## src/rtl/axil_reg_arbiter.sv

```systemverilog
// ---------------------------------------------------------------------------
// axil_reg_arbiter
//
// Two-requester round-robin arbiter in front of a single AXI4-Lite master
// port. One transaction is in flight at a time: the granted requester's
// we/addr/wdata are latched, the AXI-Lite handshakes are run, and a single
// done pulse with rdata/err is returned to that requester.
//
// Optional feature: define ARB_TIMEOUT_EN to enable a watchdog that aborts
// a transaction stuck for TIMEOUT_CYCLES cycles. It then completes with
// err=1 and rdata=32'h0BAD0BAD.
//
// Ports
//   clk, reset            : clock, synchronous active-high reset
//   req[1:0], we[1:0]     : per-requester level request and write select
//   addr[63:0]            : requester i address at [32i+31:32i]
//   wdata[63:0]           : requester i write data at [32i+31:32i]
//   done[1:0]             : one-cycle completion pulse to the served requester
//   rdata[31:0], err      : completion data/status, valid while done != 0
//   m_axi_*               : AXI4-Lite master (AW, W, B, AR, R channels)
// ---------------------------------------------------------------------------
module axil_reg_arbiter #(
  parameter int TIMEOUT_CYCLES = 256
) (
  input  logic        clk,
  input  logic        reset,
  input  logic [1:0]  req,
  input  logic [1:0]  we,
  input  logic [63:0] addr,
  input  logic [63:0] wdata,
  output logic [1:0]  done,
  output logic [31:0] rdata,
  output logic        err,
  output logic [31:0] m_axi_awaddr,
  output logic        m_axi_awvalid,
  input  logic        m_axi_awready,
  output logic [31:0] m_axi_wdata,
  output logic [3:0]  m_axi_wstrb,
  output logic        m_axi_wvalid,
  input  logic        m_axi_wready,
  input  logic        m_axi_bvalid,
  output logic        m_axi_bready,
  input  logic [1:0]  m_axi_bresp,
  output logic [31:0] m_axi_araddr,
  output logic        m_axi_arvalid,
  input  logic        m_axi_arready,
  input  logic        m_axi_rvalid,
  output logic        m_axi_rready,
  input  logic [31:0] m_axi_rdata,
  input  logic [1:0]  m_axi_rresp
);

  if (TIMEOUT_CYCLES < 1) begin : g_bad_timeout
    $error("TIMEOUT_CYCLES must be at least 1");
  end

  typedef enum logic [2:0] {IDLE, WR, WRESP, RADDR, RDATA, DONE} state_e;

  state_e      state_q, state_d;
  logic        prio_q, prio_d;       // requester that wins a tie
  logic        gnt_q, gnt_d;         // requester currently being served
  logic [31:0] addr_q, addr_d;
  logic [31:0] wdata_q, wdata_d;
  logic        awvalid_q, awvalid_d;
  logic        wvalid_q, wvalid_d;
  logic        arvalid_q, arvalid_d;
  logic [31:0] rdata_q, rdata_d;
  logic        err_q, err_d;
  logic        gnt_sel;

`ifdef ARB_TIMEOUT_EN
  localparam int WD_W = $clog2(TIMEOUT_CYCLES + 1);
  localparam logic [WD_W-1:0] WD_LAST = WD_W'(TIMEOUT_CYCLES - 1);
  logic [WD_W-1:0] wdog_q, wdog_d;
  logic            busy;
`endif

  // A lone request wins outright; a tie goes to the requester not served last.
  assign gnt_sel = (req == 2'b11) ? prio_q : req[1];

  always_comb begin
    // NOTE: every _d gets its hold value first so no path through the case
    // leaves a signal unassigned (which would infer a latch).
    state_d   = state_q;
    prio_d    = prio_q;
    gnt_d     = gnt_q;
    addr_d    = addr_q;
    wdata_d   = wdata_q;
    awvalid_d = awvalid_q;
    wvalid_d  = wvalid_q;
    arvalid_d = arvalid_q;
    rdata_d   = rdata_q;
    err_d     = err_q;

    unique case (state_q)
      IDLE: begin
        if (|req) begin
          gnt_d   = gnt_sel;
          prio_d  = ~gnt_sel;
          addr_d  = gnt_sel ? addr[63:32]  : addr[31:0];
          wdata_d = gnt_sel ? wdata[63:32] : wdata[31:0];
          if (we[gnt_sel]) begin
            awvalid_d = 1'b1;
            wvalid_d  = 1'b1;
            state_d   = WR;
          end else begin
            arvalid_d = 1'b1;
            state_d   = RADDR;
          end
        end
      end
      WR: begin
        // AW and W complete independently; leave once neither is pending.
        if (awvalid_q && m_axi_awready) awvalid_d = 1'b0;
        if (wvalid_q && m_axi_wready)   wvalid_d  = 1'b0;
        if ((!awvalid_q || m_axi_awready) && (!wvalid_q || m_axi_wready)) begin
          state_d = WRESP;
        end
      end
      WRESP: begin
        if (m_axi_bvalid) begin
          err_d   = |m_axi_bresp;
          rdata_d = 32'h0;
          state_d = DONE;
        end
      end
      RADDR: begin
        if (m_axi_arready) begin
          arvalid_d = 1'b0;
          state_d   = RDATA;
        end
      end
      RDATA: begin
        if (m_axi_rvalid) begin
          rdata_d = m_axi_rdata;
          err_d   = |m_axi_rresp;
          state_d = DONE;
        end
      end
      DONE:    state_d = IDLE;
      default: state_d = IDLE;
    endcase

`ifdef ARB_TIMEOUT_EN
    busy   = (state_q != IDLE) && (state_q != DONE);
    wdog_d = busy ? wdog_q + 1'b1 : '0;
    // The abort overrides whatever handshake the case above may have taken.
    if (busy && (wdog_q == WD_LAST)) begin
      awvalid_d = 1'b0;
      wvalid_d  = 1'b0;
      arvalid_d = 1'b0;
      err_d     = 1'b1;
      rdata_d   = 32'h0BAD0BAD;
      state_d   = DONE;
    end
`endif
  end

  // NOTE: state is updated only with non-blocking assignments so every flop
  // samples the pre-edge value of every other flop.
  always_ff @(posedge clk) begin
    // NOTE: reset is synchronous and covers every flop, so an in-flight
    // transaction is dropped without reaching DONE.
    if (reset) begin
      state_q   <= IDLE;
      prio_q    <= 1'b0;
      gnt_q     <= 1'b0;
      addr_q    <= '0;
      wdata_q   <= '0;
      awvalid_q <= 1'b0;
      wvalid_q  <= 1'b0;
      arvalid_q <= 1'b0;
      rdata_q   <= '0;
      err_q     <= 1'b0;
`ifdef ARB_TIMEOUT_EN
      wdog_q    <= '0;
`endif
    end else begin
      state_q   <= state_d;
      prio_q    <= prio_d;
      gnt_q     <= gnt_d;
      addr_q    <= addr_d;
      wdata_q   <= wdata_d;
      awvalid_q <= awvalid_d;
      wvalid_q  <= wvalid_d;
      arvalid_q <= arvalid_d;
      rdata_q   <= rdata_d;
      err_q     <= err_d;
`ifdef ARB_TIMEOUT_EN
      wdog_q    <= wdog_d;
`endif
    end
  end

  // One address register feeds both channels; only one valid is ever high.
  assign m_axi_awaddr  = addr_q;
  assign m_axi_araddr  = addr_q;
  assign m_axi_wdata   = wdata_q;
  assign m_axi_wstrb   = 4'hF;
  assign m_axi_awvalid = awvalid_q;
  assign m_axi_wvalid  = wvalid_q;
  assign m_axi_arvalid = arvalid_q;
  assign m_axi_bready  = (state_q == WRESP);
  assign m_axi_rready  = (state_q == RDATA);

  assign done  = (state_q == DONE) ? (gnt_q ? 2'b10 : 2'b01) : 2'b00;
  assign rdata = rdata_q;
  assign err   = err_q;

endmodule

```

## config.mk

```make
export PLATFORM = sky130hd
export DESIGN_NAME = axil_reg_arbiter
export DESIGN_NICKNAME = d
export VERILOG_FILES = /design/src/rtl/axil_reg_arbiter.sv
export SDC_FILE = /design/constraint.sdc
export NUM_CORES = 1
export LEC_CHECK = 0
export BUFFER_PORTS_ARGS = -buffer_cell sky130_fd_sc_hd__buf_2
export CAP_MARGIN = 30
export CORE_AREA = 5 5 121 123
export DETAILED_ROUTE_END_ITERATION = 10
export DIE_AREA = 0 0 126 128
export HOLD_SLACK_MARGIN = 0.1
export PLACE_DENSITY = 0.66
export SETUP_SLACK_MARGIN = 0.1
export SYNTH_ARGS = -nofsm -noshare
export SYNTH_HDL_FRONTEND = slang
export SYNTH_SLANG_ARGS = --single-unit
```

## constraint.sdc

```tcl
create_clock -name clk -period 3.14 [get_ports clk]
set_input_delay 0.314 -clock clk [delete_from_list [all_inputs] [get_ports clk]]
set_output_delay 0.314 -clock clk [all_outputs]
set_load 0.05 [all_outputs]
```

-- Word level (Yosys, flattened, before mapping)
Cells that the tools add are included.
Widths: inputs -> output; s select.
- bits in registers: 105
- output and inout bits: 140
- word-level logic and storage cells: 77
- magnitude comparators: 1
- eq/ne operators: 15
- multiplexer cells: 30
- bitwise operators: 1
- reductions and logical operators: 20
- operators by type and width (operator ; count):
    $mux 32 ; 4
    $pmux 32 s2 ; 1
    $ne 2x2->1 const B ; 9
    $mux 3 ; 5
    $pmux 3 s5 ; 1
    $mux 1 ; 12
    $reduce_and 4->1 ; 3
    $pmux 1 s2 ; 4
    $eq 3x2->1 const B ; 2
    $eq 3x3->1 const B ; 2
    $mux 2 ; 3
    $reduce_bool 2->1 ; 3
    $reduce_or 2->1 ; 3
    $reduce_and 5->1 ; 1
    $eq 3x1->1 const B ; 1
    $logic_and 1x1->1 ; 3
    $logic_not 3->1 ; 1
    $reduce_and 3->1 ; 1
    $eq 2x2->1 const B ; 1
    $logic_not 1->1 ; 2
    $logic_or 1x1->1 ; 2
    $lt 1x2->1 const B ; 1
    $reduce_and 2->1 ; 1
    $not 1->1 ; 1

-- Longest topological paths before layout
- depth in word-level cells: 7
- gate-level depth with buffers: 7
- mapped depth without buffers: 5

-- Worst setup path before layout
No wires, ideal clock.
- kind: register to output
- start point: reg state_q[0]
- end point: out done[0]
- arrival: 2.062 ns
- data required time: 2.826 ns
- setup slack: 0.764 ns
- stages on the path, launching flop included: 3
- path through: dfxtp_1 -> buf_2 -> nor4bb_1
- cells in the longest elaborated chain, start to end: 2
- ends and longest elaborated chain (what ; line ; text):
    start, declared ; 59 ; state_e state_q, state_d;
    start signal, assigned ; 179 ; state_q <= state_d;
    $eq 3x3->1 ; 206 ; assign done = (state_q == DONE) ? (gnt_q ? 2'b10 : 2'b01) : 2'b00;
    $mux 2 ; 206 ;
    end, declared ; 31 ; output logic [1:0] done,
No other way between the ends.

-- Worst setup path after layout
- start point: reg state_q[2]
- end point: out m_axi_rready
- cells in the longest elaborated chain, start to end: 1
- ends and longest elaborated chain (what ; line ; text):
    $eq 3x3->1 ; 204 ; assign m_axi_rready = (state_q == RDATA);
    end, declared ; 48 ; output logic m_axi_rready,
No other way between the ends.

==> results.json <==
{
  "r2r-start": "state_q[1]",
  "path_delay_family": "flip-flops",
  "via_per_inst": 5.04,
  "grt_start_max_net_pins": 51,
  "hold_viol": 0,
  "rsz0062_at_grt": "false",
  "cpPeakStageDelay_ns": 0.55,
  "grt_first_pass_wirelength_um": 21800,
  "overflow": 0,
  "worstMarginPinSlew_ns": 0.541,
  "dr.pass1.iters": 8,
  "clkPwrFrac": 0.185,
  "insertion_delay_ns": 0.34,
  "drc": 0,
  "layout-drive-gt1-share": 0.491,
  "diodes": 0,
  "wire_per_inst_um": 16.2,
  "vias": 4428,
  "core_area_mm2": 0.0136,
  "drt_first_iter_violations": 343,
  "grt_pass1_vias": 4402,
  "min_path_type": "input pin to flop",
  "path_clk_slew_ns": 0.07,
  "seq_area_frac_synth": 0.494,
  "holdBufCountCts": 0,
  "fin_crit_sh": 0.648,
  "synth_edf_count": 0,
  "seqPwrFrac": 0.301,
  "p_comb_frac": 0.515,
  "p_per_area_mw_per_mm2": 1060,
  "worstPathArrival_ns": 1.72,
  "dieArea_mm2": 0.0161,
  "netSwitchingFraction": 0.499,
  "max-cap-violations": 0,
  "die_h_um": 128,
  "h-tree-depth": 3,
  "tritoncts": "yes",
  "min-delay-start": "addr[32]",
  "post_cts_buffers": 0,
  "p_leak_nw": 2.96,
  "end_kind": "primary output",
  "clock-sinks": 105,
  "path_buf_inv": 2,
  "antenna_found_initial": 0,
  "num_rows": 43,
  "synth.cell_area_mm2": 0.00426,
  "cts-root-buf": "clkbuf_16",
  "start_util": 0.314,
  "grt_util_all_layers": 0.165,
  "crit_type": "flop to primary output",
  "ctsResizeCount": 0,
  "layout.nets": 869,
  "worst_slack_ns": 1.11,
  "ys_async_sr_fraction": 0,
  "ys_warn_count": 0,
  "setup_violations": 0,
  "pre_cts_ws_ns": 1.20,
  "cp_cell_sequence": "or3b_1 -> inv_2 -> buf_2",
  "worstSetupStartpoint": "state_q[2]",
  "fin_tns_setup_ns": 0,
  "fmax_mhz": 491,
  "status": "complete, no violations",
  "netlist_instances": 440,
  "p_int_mw": 3.15,
  "portBuffers": 310,
  "relSlewSlack": 0.640,
  "cp_max_fo": 12,
  "clock-skew-final_ns": 0.00972,
  "n_fill_cell": 1397,
  "drtAntennaViolNets": 0,
  "hpwlAfterDp_um": 10600,
  "clk_path_buf_depth": 2,
  "min_period_ns": 2.03,
  "drv_slew": 0,
  "synth-seq-cells": 105,
  "synth_cell_types": 41,
  "io_pins": 315,
  "synth.avg_cell_area_um2": 9.67,
  "wirelength_um": 14200,
  "peakVddDrop_mv": 0.457,
  "critPathRequiredTime_ns": 2.83,
  "synthFlopType": "dfxtp_1",
  "power.switching_mw": 3.13,
  "cts_made_buffers": 9,
  "gp_congestion": 0.825,
  "crit_path_start_kind": "flop",
  "area_growth_pct": 39.3,
  "slowest_stage": "dfxtp_1",
  "die_x_um": 126
}
## kinds of logic (layout without fill, tap and decap cells)
group                  Yosys count  count (layout)  share of synthesized area
buffers and inverters           85             341                      0.127
flip-flops                     105             105                      0.494
AND/OR/NAND/NOR                133             133                      0.137
other                            1               4                   0.000881
AO/OA/AOI/OAI                  115             115                      0.238
multiplexers                     1               1                    0.00235
## flip-flops by register name, indices dropped and copies added (netlist names)
| signal | cells |
|---|---|
| err | 1 |
| m_axi_wvalid | 1 |
| gnt_q | 1 |
| rdata | 32 |
| state_q | 3 |
| m_axi_awvalid | 1 |
| m_axi_wdata | 32 |
| m_axi_araddr | 32 |
| m_axi_arvalid | 1 |
| prio_q | 1 |
## final timing paths
path | endpoint | slack [ns] | cells after the start
max | m_axi_rready | 1.11 | 3
min | m_axi_araddr[0] | 0.21 | 3
max reg2reg | m_axi_wdata[26] | 1.15 | 5
min reg2reg | err | 0.46 | 2
## cell usage after synthesis, types with 2 or more instances
master      n  area, um^2
a222oi_1   64         641
buf_4      45         338
nor3_1      3        15.0
a21o_1      2        15.0
nor3_2      2        20.0
nor2_1    100         375
dfxtp_1   105        2100
nand2b_1    4        25.0
nand3b_1    3        22.5
a22oi_1    32         240
inv_1       4        15.0
or3_1       2        12.5
a21oi_1     6        30.0
buf_2      13        65.1
clkbuf_1   17        63.8
buf_6       5        56.3
nand2_1     9        33.8
## layout make-up
| class | count | area (um^2) | area share |
|---|---|---|---|
| timing repair buffer | 320 | 1630 | 0.275 |
| inverter | 5 | 18.8 | 0.00317 |
| clock inverter | 6 | 73.8 | 0.0125 |
| tap | 180 | 225 | 0.0380 |
| multi-input combinational | 253 | 1640 | 0.277 |
| clock buffer | 10 | 239 | 0.0403 |
| sequential | 105 | 2100 | 0.355 |
## worst reg2reg max path: stages (launching register included)
cell and delay (ns):
dfxtp_1 0.44, or3_4 0.48, a211oi_4 0.18, buf_4 0.49
a222oi_1 0.20, nor2_1 0.14
## power groups by stage
stage                     clock network [mW]  registers [mW]  logic [mW]
after floorplan                            0            2.83        1.78
after global placement                     0            1.91        3.25
after detailed placement                   0            1.91        3.25
after CTS                               1.21            1.89        3.25
after global routing                    1.27            1.94        3.41
final                                   1.16            1.89        3.23
## metrics by stage
| stage | util | instance area (um^2) | hold slack (ns) | total power [mW] | std cells |
|---|---|---|---|---|---|
| 2_1_floorplan | - | 4270 | 0.464 | 4.61 | 443 |
| 3_3_place_gp | 0.414 | 5620 | 0.444 | 5.16 | 863 |
| 3_5_place_dp | 0.414 | 5620 | 0.447 | 5.15 | 863 |
| 4_1_cts | 0.437 | 5930 | 0.188 | 6.34 | 879 |
| 5_1_grt | 0.437 | 5930 | 0.197 | 6.61 | 879 |
| 6_report | 0.437 | 5930 | 0.205 | 6.28 | 879 |
## layout by cell type, fill, tap and decap left out, types with 2 or more instances in the layout
master	n
nor3_1	3
dfxtp_1	105
nand2_1	8
inv_1	4
clkbuf_16	9
conb_1	4
a21oi_1	6
a21o_1	2
nand2b_1	4
or3_1	2
buf_2	309
nand3b_1	3
buf_4	11
nor2_1	100
a222oi_1	64
a22oi_1	32
clkinvlp_4	2
## metal layers
layer	vias up	track usage	wire length, um
met1	2044	0.185	5370
met3	20	0.0504	1370
met4	0	0.0738	351
met5	-	0	0
li1	2128	-	-
met2	236	0.289	7130
(Power assumes the default switching activity.)
